File: src/rtl/l2_req_arb_pkg.sv
// l2_req_arb_pkg: shared constants and types
// for the L1-to-L2 request arbiter.
package l2_req_arb_pkg;

  localparam int L2REQ_ICACHE = 0;
  localparam int L2REQ_DCACHE = 1;
  localparam int L2REQ_NREQ   = 2;

  typedef enum logic {
    LK_IDLE,
    LK_LOCKED
  } lock_st_e;

  function automatic int clog2_min1(input int n);
    return (n > 1) ? $clog2(n) : 1;
  endfunction

endpackage

File: src/rtl/l2_req_arb_fifo.sv
// l2_req_arb_fifo: small synchronous FIFO used
// as the in-order grant ID queue.
module l2_req_arb_fifo #(
  parameter int W     = 1,
  parameter int DEPTH = 4
) (
  input  logic         clk,
  input  logic         rst,
  input  logic         push,
  input  logic [W-1:0] wdata,
  input  logic         pop,
  output logic [W-1:0] rdata,
  output logic         full,
  output logic         empty
);

  localparam int AW = (DEPTH > 1) ? $clog2(DEPTH) : 1;
  localparam int CW = $clog2(DEPTH + 1);

  logic [W-1:0]  mem [DEPTH];
  logic [AW-1:0] wp;
  logic [AW-1:0] rp;
  logic [CW-1:0] cnt;
  logic          do_push;
  logic          do_pop;

  assign full    = (cnt == CW'(DEPTH));
  assign empty   = (cnt == '0);
  assign do_push = push & ~full;
  assign do_pop  = pop & ~empty;
  assign rdata   = mem[rp];

  // Storage array; contents are don't-care until pushed.
  always_ff @(posedge clk) begin
    if (do_push) mem[wp] <= wdata;
  end

  // Pointers and occupancy.
  always_ff @(posedge clk) begin
    if (rst) begin
      wp  <= '0;
      rp  <= '0;
      cnt <= '0;
    end else begin
      if (do_push)
        wp <= (wp == AW'(DEPTH - 1)) ? '0 : wp + 1'b1;
      if (do_pop)
        rp <= (rp == AW'(DEPTH - 1)) ? '0 : rp + 1'b1;
      if (do_push && !do_pop)
        cnt <= cnt + 1'b1;
      else if (!do_push && do_pop)
        cnt <= cnt - 1'b1;
    end
  end

endmodule

File: src/rtl/l2_req_arb.sv
// l2_req_arb: round-robin share of the single L2
// port between L1 requesters, in-order response steering.
module l2_req_arb
  import l2_req_arb_pkg::*;
#(
  parameter int NREQ  = L2REQ_NREQ,
  parameter int DEPTH = 4
) (
  input  logic                       clk,
  input  logic                       rst,
  input  logic [NREQ-1:0]            rq_valid,
  input  logic [2*NREQ-1:0]          rq_op,
  input  logic [30*NREQ-1:0]         rq_addr,
  input  logic [4*NREQ-1:0]          rq_wmask,
  input  logic [32*NREQ-1:0]         rq_wdata,
  output logic [NREQ-1:0]            rq_ready,
  output logic                       req_valid,
  output logic [1:0]                 req_op,
  output logic [29:0]                req_addr,
  output logic [3:0]                 req_wmask,
  output logic [31:0]                req_wdata,
  input  logic                       l2_req_ready,
  input  logic                       l2_resp_valid,
  input  logic                       l2_resp_error,
  input  logic [63:0]                l2_resp_rdata,
  output logic                       resp_ready,
  output logic [NREQ-1:0]            rs_valid,
  output logic                       rs_error,
  output logic [63:0]                rs_rdata,
  input  logic [NREQ-1:0]            rs_ready,
  output logic [$clog2(DEPTH+1)-1:0] outstanding,
  output logic                       orphan_err
);

  localparam int IDW = clog2_min1(NREQ);

  lock_st_e        lk_q;
  lock_st_e        lk_d;
  logic [IDW-1:0]  lock_id;
  logic [IDW-1:0]  rr_ptr;
  logic [IDW-1:0]  rr_nxt;
  logic [IDW-1:0]  gnt_rr;
  logic [IDW-1:0]  grant;
  logic [IDW-1:0]  head;
  logic [NREQ-1:0] elig;
  logic            any_elig;
  logic            locked;
  logic            q_full;
  logic            q_empty;
  logic            accept;
  logic            pop;
  logic            orphan;

  assign locked = (lk_q == LK_LOCKED);
  assign rr_nxt = (grant == IDW'(NREQ - 1)) ? '0
                                            : grant + 1'b1;

  // Round-robin pick: first eligible index from rr_ptr.
  always_comb begin
    elig     = rq_valid & {NREQ{~q_full}};
    any_elig = 1'b0;
    gnt_rr   = rr_ptr;
    for (int k = 0; k < NREQ; k++) begin
      if (!any_elig &&
          elig[(int'(rr_ptr) + k) % NREQ]) begin
        any_elig = 1'b1;
        gnt_rr   = IDW'((int'(rr_ptr) + k) % NREQ);
      end
    end
  end

  // Request mux; a stalled request stays pinned by the lock.
  always_comb begin
    grant     = locked ? lock_id : gnt_rr;
    req_valid = !rst && (locked || any_elig);
    req_op    = rq_op[2*int'(grant) +: 2];
    req_addr  = rq_addr[30*int'(grant) +: 30];
    req_wmask = rq_wmask[4*int'(grant) +: 4];
    req_wdata = rq_wdata[32*int'(grant) +: 32];
    accept    = req_valid && l2_req_ready;
    rq_ready  = '0;
    if (accept) rq_ready[grant] = 1'b1;
  end

  // Response steering; orphans are drained unclaimed.
  always_comb begin
    rs_error   = l2_resp_error;
    rs_rdata   = l2_resp_rdata;
    orphan     = !rst && l2_resp_valid && q_empty;
    resp_ready = !rst && (q_empty ? l2_resp_valid
                                  : rs_ready[head]);
    rs_valid   = '0;
    if (!rst && l2_resp_valid && !q_empty)
      rs_valid[head] = 1'b1;
    pop = l2_resp_valid && resp_ready && !q_empty;
  end

  // Lock next state: hold grant while L2 stalls.
  always_comb begin
    lk_d = lk_q;
    unique case (lk_q)
      LK_IDLE:   if (req_valid && !l2_req_ready)
                   lk_d = LK_LOCKED;
      LK_LOCKED: if (l2_req_ready)
                   lk_d = LK_IDLE;
    endcase
  end

  // Lock state register.
  always_ff @(posedge clk) begin
    if (rst) lk_q <= LK_IDLE;
    else     lk_q <= lk_d;
  end

  // Lock id, rr pointer, occupancy and sticky orphan flag.
  always_ff @(posedge clk) begin
    if (rst) begin
      lock_id     <= '0;
      rr_ptr      <= IDW'(L2REQ_ICACHE);
      outstanding <= '0;
      orphan_err  <= 1'b0;
    end else begin
      if (!locked && lk_d == LK_LOCKED)
        lock_id <= grant;
      if (accept)
        rr_ptr <= rr_nxt;
      if (accept && !pop)
        outstanding <= outstanding + 1'b1;
      else if (!accept && pop)
        outstanding <= outstanding - 1'b1;
      if (orphan)
        orphan_err <= 1'b1;
    end
  end

  l2_req_arb_fifo #(
    .W     (IDW),
    .DEPTH (DEPTH)
  ) u_idq (
    .clk   (clk),
    .rst   (rst),
    .push  (accept),
    .wdata (grant),
    .pop   (pop),
    .rdata (head),
    .full  (q_full),
    .empty (q_empty)
  );

endmodule

File: config.mk
export PLATFORM = sky130hd
export DESIGN_NAME = l2_req_arb
export DESIGN_NICKNAME = d
export VERILOG_FILES = /design/src/rtl/l2_req_arb_pkg.sv /design/src/rtl/l2_req_arb_fifo.sv /design/src/rtl/l2_req_arb.sv
export SDC_FILE = /design/constraint.sdc
export NUM_CORES = 1
export LEC_CHECK = 0
export CAP_MARGIN = 20
export CELL_PAD_IN_SITES_DETAIL_PLACEMENT = 1
export CELL_PAD_IN_SITES_GLOBAL_PLACEMENT = 2
export CORE_AREA = 2 2 137 172
export CTS_CLUSTER_SIZE = 28
export DETAILED_ROUTE_END_ITERATION = 10
export DIE_AREA = 0 0 139 174
export GPL_ROUTABILITY_DRIVEN = 0
export HOLD_SLACK_MARGIN = 0.05
export PLACE_DENSITY = 0.92
export SETUP_SLACK_MARGIN = 0.2
export SLEW_MARGIN = 20
export SYNTH_ARGS = -nofsm -noshare
export SYNTH_HDL_FRONTEND = slang
export SYNTH_SLANG_ARGS = --single-unit
File: constraint.sdc
create_clock -name clk -period 3.4 [get_ports clk]
set_clock_uncertainty 0.1 [all_clocks]
set_input_delay 0.51 -clock clk [delete_from_list [all_inputs] [get_ports clk]]
set_output_delay 0.51 -clock clk [all_outputs]
set_load 0.05 [all_outputs]
==> results by group <==
Run status
  – Status: finished clean

Power
  – Maximum VDD drop: 0.294 mV
  – Power per Cell Area: 403 mW/mm^2
  – Leak: 2.30 nW
  – Final Power: 2.23 mW

Critical path
  – CP cell instances: or3b_1 -> a21oi_1 -> a21oi_1 -> mux2_4 -> buf_12 -> buf_4 -> mux2_4 -> buf_12
  – Critical Path AT: 2440 ps
  – CP Data Required Time: 2790 ps
  – Flop-to-flop setup slack: 570 ps
  – R2r endpoint: outstanding[2]
  – Crit end category: output pin
  – Max incr delay on CP: 420 ps
  – Critical-path maximum fanout: 12
  – CP Launch Type: flop
  – WS Path Type: flop to output pin
  – Critical R2R Launch: u_idq.mem[3]
  – Path depth of the worst reg2reg path: 9
  – Crit path max-delay cell type: or3b_1

Floorplan
  – Initial Utilization: 0.118
  – Die Span Y: 174 um
  – Core Box Area: 0.0227 sq mm
  – Total die area: 0.0242 sq mm
  – Die extent in x: 139 um
  – Std cell rows: 62
  – # IOs: 352

Timing
  – Final period util: 0.896
  – Final min period: 3050 ps
  – Fmax: 328 MHz
  – RSZ-0062 raised after global routing: no
  – Worst hold margin: 388 ps
  – Final hold vios: 0
  – Slew @ Worst Pin: 503 ps
  – Slew headroom: 0.664
  – Final setup fails: 0
  – Worst setup margin: 353 ps
  – Final TNS setup: 0 ps
  – Final Max Slew Viols: 0

Placement
  – Dpl cell area: 0.00538 sq mm
  – Count of input and output buffers: 221
  – Pre-CTS WS: 283 ps
  – DP HPWL: 9.54 mm
  – Post-Place Cells: 686

Final layout
  – Final std cells w/o fill: 693
  – Final Cell Area: 0.00553 sq mm
  – Share of layout cells above drive strength 1: 0.396
  – Multi-input logic area: 0.00155 sq mm
  – Register area: 440 sq um
  – Core Util, Final: 0.244
  – Fillers: 2508
  – Synth-to-Final Area Change: 108%
  – Net count reported at finish: 623

Global route
  – Number of global-route vias before repair: 2620
  – Met2 Track Usage GR: 0.140
  – Overflow after GRT: 0
  – Global Route met1 Usage: 0.0980
  – Global Route Usage Sum: 0.0837
  – First-pass GRT wire length: 15.9 mm
  – Most Crowded Layer GR: met2
  – Largest net degree at the start of global routing: 23
  – Met3 GRT Util: 0.0455
  – Initial antenna violation count: 1

Logic synthesis
  – Synth warn: 0
  – Count leader, synth: mux2_4
  – Syn nets: 458
  – Top cells by count, synth: mux2_4, buf_4, dfxtp_1
  – Top FF cell, synth: dfxtp_1
  – Yosys cell types: 30
  – Async S/R FF share, synth: 0
  – Post-synth EDFFs: 4
  – Synth Register Bits: 20
  – Area of the mapped netlist: 0.00266 sq mm
  – Post-Syn Instances: 240
  – Synth area leaders: mux2_4, buf_4, dfxtp_1
  – Area leader, netlist: mux2_4
  – Avg Inst Size Synth: 11.1 sq um
  – Register area share after synthesis: 0.165
  – Post-synth top area share: 0.378

Route
  – TritonRoute pass-1 iters: 4
  – Routed vias: 2392
  – DR iter-0 viols: 25
  – Detailed-route DRC error count: 0
  – Wire length per cell: 15.6 um
  – Post-Route WL: 10.8 mm
  – ANT nets after route: 0
  – Via-to-Cell Ratio: 3.45

Clocking
  – CTS buffer count: 3
  – CTS max path bufs: 2
  – CTS tree: built
  – Postcts setup bufs: 0
  – Post-cts gate resize count: 0
  – CTS Sinks: 20
  – CTS H-tree lvls: 1
  – Root buf cell: clkbuf_16
  – Clk slew on worst S/H paths: 60 ps
  – Clock insertion delay at the later pin of the skew report: 250 ps
  – Hold_buf cts: 0

Worst hold path
  – Hold_sp: orphan_err
  – Worst hold path endpoint: orphan_err
  – Hold Crit Class: flop to flop
  – Hold path cells: 2

Job
  – Max-cap violations: 0
-- cell type report --
cell class | count | share of cell area
repair buffers | 236 | 0.552
multi-input cells | 140 | 0.281
flip-flops and latches | 20 | 0.0797
well taps | 288 | 0.0652
clock buffers | 3 | 0.0136
clock inverters | 1 | 0.00543
inverters | 4 | 0.00272
diodes | 1 | 0.000453
-- where the power goes --
| part | switching, mW | internal (mW) |
|---|---|---|
| Sequential | 0.0236 | 0.266 |
| Clock | 0.0893 | 0.233 |
| Combinational | 0.763 | 0.851 |
| Total | 0.876 | 1.35 |
-- metal layers --
layer | vias up | routed length (um)
li1 | 1089 | -
met1 | 1074 | 4300
met2 | 227 | 5120
met3 | 2 | 1410
met4 | 0 | 10
met5 | - | 0
-- cells by family (layout without fill, tap and decap cells) --
logic type,count (synthesis),after routing,synth area share
AOI/OAI and AO/OA,11,11,0.0216
and+or+nand+nor,38,38,0.0757
adders and majority gates,9,9,0.0479
muxes,78,78,0.425
buffers and inverters,80,244,0.251
other,0,1,0
DFF,20,20,0.165
xor gates and xnor gates,4,4,0.0132
-- worst max-delay path by stage --
| stage | cells after the start | to | start |
|---|---|---|---|
| floorplan | 7 | rq_ready[0] | u_idq.cnt[1] |
| global placement | 7 | req_wdata[12] | rq_valid[1] |
| detailed placement | 7 | req_wdata[14] | rq_valid[1] |
| CTS | 7 | req_wdata[14] | u_idq.cnt[2] |
| global route | 8 | req_wmask[0] | u_idq.cnt[1] |
| finish | 8 | req_wmask[0] | u_idq.cnt[1] |
-- state kept, by name, summed over array words and instances, names as in the netlist, named ones only --
register and cells:
orphan_err 1, outstanding 3, lock_id 1, u_idq.mem 4
lk_q 1, u_idq.rp 2, u_idq.wp 2, rr_ptr 1
u_idq.cnt 3
-- layout by cell type, fill, tap and decap left out, types with 2 or more instances in the layout --
cell             netlist  final
mux2_4                67     67
dfxtp_1               16     16
ha_1                   7      7
buf_12                 7     72
nor3_1                 4      4
fa_1                   2      2
edfxtp_1               4      4
nor2_1                15     15
mux2_2                 2      2
mux2i_1                8      8
buf_4                 65     13
o21ai_0                3      3
or3_1                  4      4
and2_1                 5      5
xor2_1                 4      4
clkdlybuf4s50_1        0    151
clkbuf_16              0      3
inv_1                  4      4
nand2b_1               2      2
a21oi_1                7      7
-- critical path: cells and delay by family (launching register included) --
family	cells	cell delay, ps
AND/OR/NAND/NOR	1	420
flip-flops	1	370
AO/OA/AOI/OAI	2	240
multiplexers	2	640
buffers and inverters	3	490
No activity file was read; power rests on OpenSTA's default activity.
